===== config.mk =====
export PLATFORM = sky130hd
export DESIGN_NAME = reg_file_sb
export DESIGN_NICKNAME = d
export VERILOG_FILES = /design/src/rtl/reg_file_sb.sv
export SDC_FILE = /design/constraint.sdc
export NUM_CORES = 2
export LEC_CHECK = 0
export CAP_MARGIN = 20
export CORE_MARGIN = 2
export CORE_UTILIZATION = 25
export CTS_CLUSTER_DIAMETER = 60
export DETAILED_ROUTE_END_ITERATION = 16
export HOLD_SLACK_MARGIN = 0.05
export SYNTH_ARGS = -nofsm -noshare
export SYNTH_HDL_FRONTEND = slang
export SYNTH_SLANG_ARGS = --single-unit
export TNS_END_PERCENT = 50

===== constraint.sdc =====
create_clock -name clk -period 70.6 [get_ports clk]
set_input_delay 10.59 -clock clk [delete_from_list [all_inputs] [get_ports clk]]
set_output_delay 10.59 -clock clk [all_outputs]
set_load 0.01 [all_outputs]

===== src/rtl/reg_file_sb.sv =====
// 32 x 32 register file with a write-first bypass on both read ports, a debug read port,
// and a per-register busy scoreboard that decode sets and write-back clears.
module reg_file_sb #(
    parameter int DW = 32,
    parameter int AW = 5
) (
    input  logic          clk,
    input  logic          rst,
    input  logic [AW-1:0] rs_addr,
    input  logic [AW-1:0] rt_addr,
    output logic [DW-1:0] rs_data,
    output logic [DW-1:0] rt_data,
    input  logic          we,
    input  logic [AW-1:0] w_addr,
    input  logic [DW-1:0] w_data,
    input  logic          rsv_en,
    input  logic [AW-1:0] rsv_addr,
    output logic          rs_busy,
    output logic          rt_busy,
    input  logic [AW-1:0] dbg_addr,
    output logic [DW-1:0] dbg_data,
    output logic [AW:0]   busy_cnt
);

    localparam int NREG = 2**AW;

    logic [DW-1:0]   regs [NREG];
    logic [NREG-1:0] sb;
    logic [NREG-1:0] sb_next;
    logic [AW:0]     cnt_next;
    logic            wr_ok;

    assign wr_ok = we && (w_addr != '0);

    always_ff @(posedge clk or posedge rst) begin
        if (rst) begin
            for (int i = 0; i < NREG; i++) regs[i] <= '0;
        end else if (wr_ok) begin
            regs[w_addr] <= w_data;
        end
    end

    // Clear is applied before set so a same-cycle reissue keeps the register busy.
    always_comb begin
        sb_next = sb;
        if (wr_ok) sb_next[w_addr] = 1'b0;
        if (rsv_en && (rsv_addr != '0)) sb_next[rsv_addr] = 1'b1;
        cnt_next = '0;
        for (int i = 0; i < NREG; i++) cnt_next = cnt_next + {{AW{1'b0}}, sb_next[i]};
    end

    always_ff @(posedge clk or posedge rst) begin
        if (rst) begin
            sb       <= '0;
            busy_cnt <= '0;
        end else begin
            sb       <= sb_next;
            busy_cnt <= cnt_next;
        end
    end

    always_comb begin
        rs_data = '0;
        if (rs_addr != '0) rs_data = (we && (w_addr == rs_addr)) ? w_data : regs[rs_addr];
        rt_data = '0;
        if (rt_addr != '0) rt_data = (we && (w_addr == rt_addr)) ? w_data : regs[rt_addr];
        dbg_data = (dbg_addr != '0) ? regs[dbg_addr] : '0;
    end

    // A register being written back this cycle is served by the bypass, so it is not busy.
    assign rs_busy = (rs_addr != '0) && sb[rs_addr] && !(we && (w_addr == rs_addr));
    assign rt_busy = (rt_addr != '0) && sb[rt_addr] && !(we && (w_addr == rt_addr));

endmodule

==> reports/metrics.csv <==
stage;metric;value;unit
grt;Total GRT Usage;0.1884;
yosys;syn_nets;4610;
critical_path;cells along the critical path;buf_8 -> buf_4 -> buf_4 -> buf_4 -> buf_4 -> mux4_2 -> nor2_1 -> nor4_1 -> nor3_1 -> nor2_1 -> clkdlybuf4s50_1;
floorplan;core box area;261800;um^2
grt;global-route wire length before repair;362000;um
drt;DRT Pass-1 Iters;6;
critical_path;Critical Path RT;60.01;ns
cts;Clock Tree Buf Depth;3;
drt;antenna viol nets, final;0;
layout;Synth-to-Final Area Change;13.80;%
cts;CTS tree;yes;
sta;final setup vio count;0;
cts;Root Driver;clkbuf_16;
layout;most frequent cells in the layout;1,062 x dfrtp_1, 976 x mux2_2, 750 x mux4_2, 223 x mux2i_1, 154 x buf_4;
place;GP Congestion;0.8519;
drt;DRC;0;
critical_path;crit end category;output port;
floorplan;Cell Rows;188;
sta;crit share post-route;0.3785;
yosys;Area contributors post-synth;dfrtp_1 40%, mux4_2 26%, mux2_2 17%;
yosys;Cell Area, Synth;65630;um^2
cts;CTS Buf Count;107;
critical_path;worst-path fanout max;44;
critical_path;reg2reg setup slack;65.41;ns
sta;TNS Setup;0;ns
sta;skew final;0.008003;ns
drt;Avg WL per Cell;31.77;um
power_and_ir_drop;total power;0.002160;W
cts;post-cts resize count;0;
critical_path;FF-to-FF End;busy_cnt[4];
yosys;Synth Area in Simple Gates;0.02413;
hold_path;hold path endpoint;regs[1008];
cts;Setup Buffers After CTS;0;
power_and_ir_drop;PD cells;28.92;nW/um^2
yosys;combinational family with the most area after synthesis;multiplexers;
grt;largest net degree at the start of global routing;144;
cts;CTS H-tree depth;3;
floorplan;Top Ports;165;
grt;grt ovf;0;
power_and_ir_drop;Pleak;30.79;nW
critical_path;worst r2r src;sb[25];
hold_path;Hold Path Depth;0;
hold_path;min-delay src;regs[1008];
critical_path;largest delay contributor family on the critical path;buffers and inverters;
yosys;Post-synth EDFFs;0;
yosys;Synth top area share;0.4049;
yosys;Most used DFF post-synth;dfrtp_1;
critical_path;Critical Path Start Type;primary input;
yosys;compound-gate portion of the synthesized area;0.05631;
floorplan;area of the die;266600;um^2
yosys;fraction of the mapped netlist area in adder cells;0.008655;
drt;routed wire length;255400;um
sta;Max Slew Vio Count;0;
yosys;synth unique cells;62;
layout;share of cells above drive strength 1;0.4753;
yosys;register area share after synthesis;0.4049;
yosys;Synth Instances;4518;
layout;Sequential Area;26580;um^2
cts;worst skew pair latency;0.74;ns
outcome;status;complete, no violations;
yosys;Synth Register Bits;1062;
yosys;area leader, netlist;dfrtp_1;
floorplan;die height;516.4;um
sta;Tightest Pin Transition;1.190;ns
floorplan;Starting Density;0.2507;
drt;Vias;46160;
drt;DR iter-0 viols;6147;
sta;Slew HR;0.2030;
critical_path;Reg2Reg Depth;13;
critical_path;Setup CP Type;in2out;
place;PortBufs;164;
place;Detailed Place HPWL;154100;um
drt;vias per inst;5.741;
yosys;Synth async-reset ratio;1.000;
cts;clock slew at reported path FFs;0.06;ns
floorplan;overall die width;516.4;um
power_and_ir_drop;VDD IR-drop max;0.1478;mV
grt;initial antenna violation count;22;
critical_path;buffers and inverters on the worst path;6;
critical_path;CP Data Arrival Time;16.13;ns
grt;vias in the first global route;46520;
layout;FILL cells;26260;
hold_path;Hold Path Class;reg2reg;
critical_path;most frequent CP cell;buf_4;
sta;fmax;37.43;MHz
yosys;Synth Warn #;0;
yosys;mux contribution to synthesized area;0.4640;
yosys;Post-Synth XOR/XNOR Area;0.001735;
job;max-cap viol count;0;
layout;most common cell after layout, fill and taps aside;dfrtp_1;
critical_path;Max stage delay on crit path;0.83;ns
cts;CTS Hold Bufs;0;
cts;clock sinks;1062;
critical_path;CP max stage cell;buf_4;
sta;final hold viol count;0;
sta;RSZ-0062 raised after global routing;false;
sta;post-route minimum period;26.72;ns
layout;Final nets;4521;
layout;Multi-input gate area;36670;um^2
yosys;Syn Area/Cell;14.53;um^2
==> report_power, final <==
part	internal (W)	switching (W)	total [W]
Sequential	0.000730	0.000115	0.000845
Clock	0.000341	0.000265	0.000606
Combinational	0.000384	0.000324	0.000709
Total	0.00146	0.000704	0.00216
==> cell type report <==
type	count	share of cell area
Antenna cell	6	0.0002010
Clock buffer	161	0.04315
Clock inverter	38	0.005746
Inverter	84	0.004322
Multi-Input combinational cell	2846	0.4909
Sequential cell	1062	0.3558
Tap cell	3515	0.05888
Timing Repair Buffer	328	0.04094
==> synthesized netlist by cell type (7+ instances only) <==
library cell and count:
buf_2 133, nor3_1 51, buf_4 38, nor2_1 35
o21ai_0 84, nand2_1 108, o22ai_1 81, xnor2_1 12
a21oi_1 60, mux4_2 750, ha_1 7, dfrtp_1 1062
nand2_4 7, nor2b_1 22, nand2b_1 10, mux2_2 976
inv_1 82, mux2i_1 223, a211o_1 26, nor4_1 9
o21bai_1 20, buf_1 69, a211oi_1 31, fa_1 24
and3_1 11, a22oi_1 40, a221o_1 25, nor3b_1 8
a221oi_1 89, clkbuf_1 280, a22o_1 29, nand3_1 15
mux2_1 30
==> sequential cells by signal, summed over array words and instances (netlist names) <==
name / flops
busy_cnt: 6
regs: 1024
sb: 32
==> worst max path at each step <==
stage	start	end	slack (ns)	cells past startpoint
after global routing	rs_addr[0]	rs_data[8]	43.52	11
after floorplan	rst	busy_cnt[0]	30.12	1
after global placement	rs_addr[0]	rs_data[8]	43.86	11
after detailed placement	rs_addr[0]	rs_data[8]	43.84	11
after CTS	rs_addr[0]	rs_data[8]	43.84	11
final	rs_addr[0]	rs_data[8]	43.88	11
==> cells by family after synthesis <==
logic type | Yosys count
adder cells (fa/ha/maj) | 31
XOR/XNOR | 13
AO/OA/AOI/OAI | 516
AND/OR/NAND/NOR | 307
flip-flops | 1062
multiplexers | 1979
buffers and inverters | 610
==> layer usage <==
metal  share of wire  routed length, um  up-vias  GRT usage
li1                -                  -    17760          -
met1            0.39             100400    24920     0.2490
met2            0.45             115800     2868     0.2890
met3            0.11              27010      605    0.05215
met4           0.048              12260        8    0.07925
met5         0.00020                 52        -          0
==> metrics by stage <==
stage	cells	utilization	instance area, um^2	worst slack (ns)	hold slack [ns]
finish	8040	0.2853	74690	43.88	0.4126
global route	8035	0.2852	74680	43.52	0.4264
CTS	8024	0.2844	74460	43.84	0.4149
detailed placement	7825	0.2705	70810	43.84	0.4016
global placement	7824	0.2704	70800	43.86	0.3938
floorplan	4518	-	65630	30.12	0.4580
Note: power is estimated with default switching activity, not from simulation.
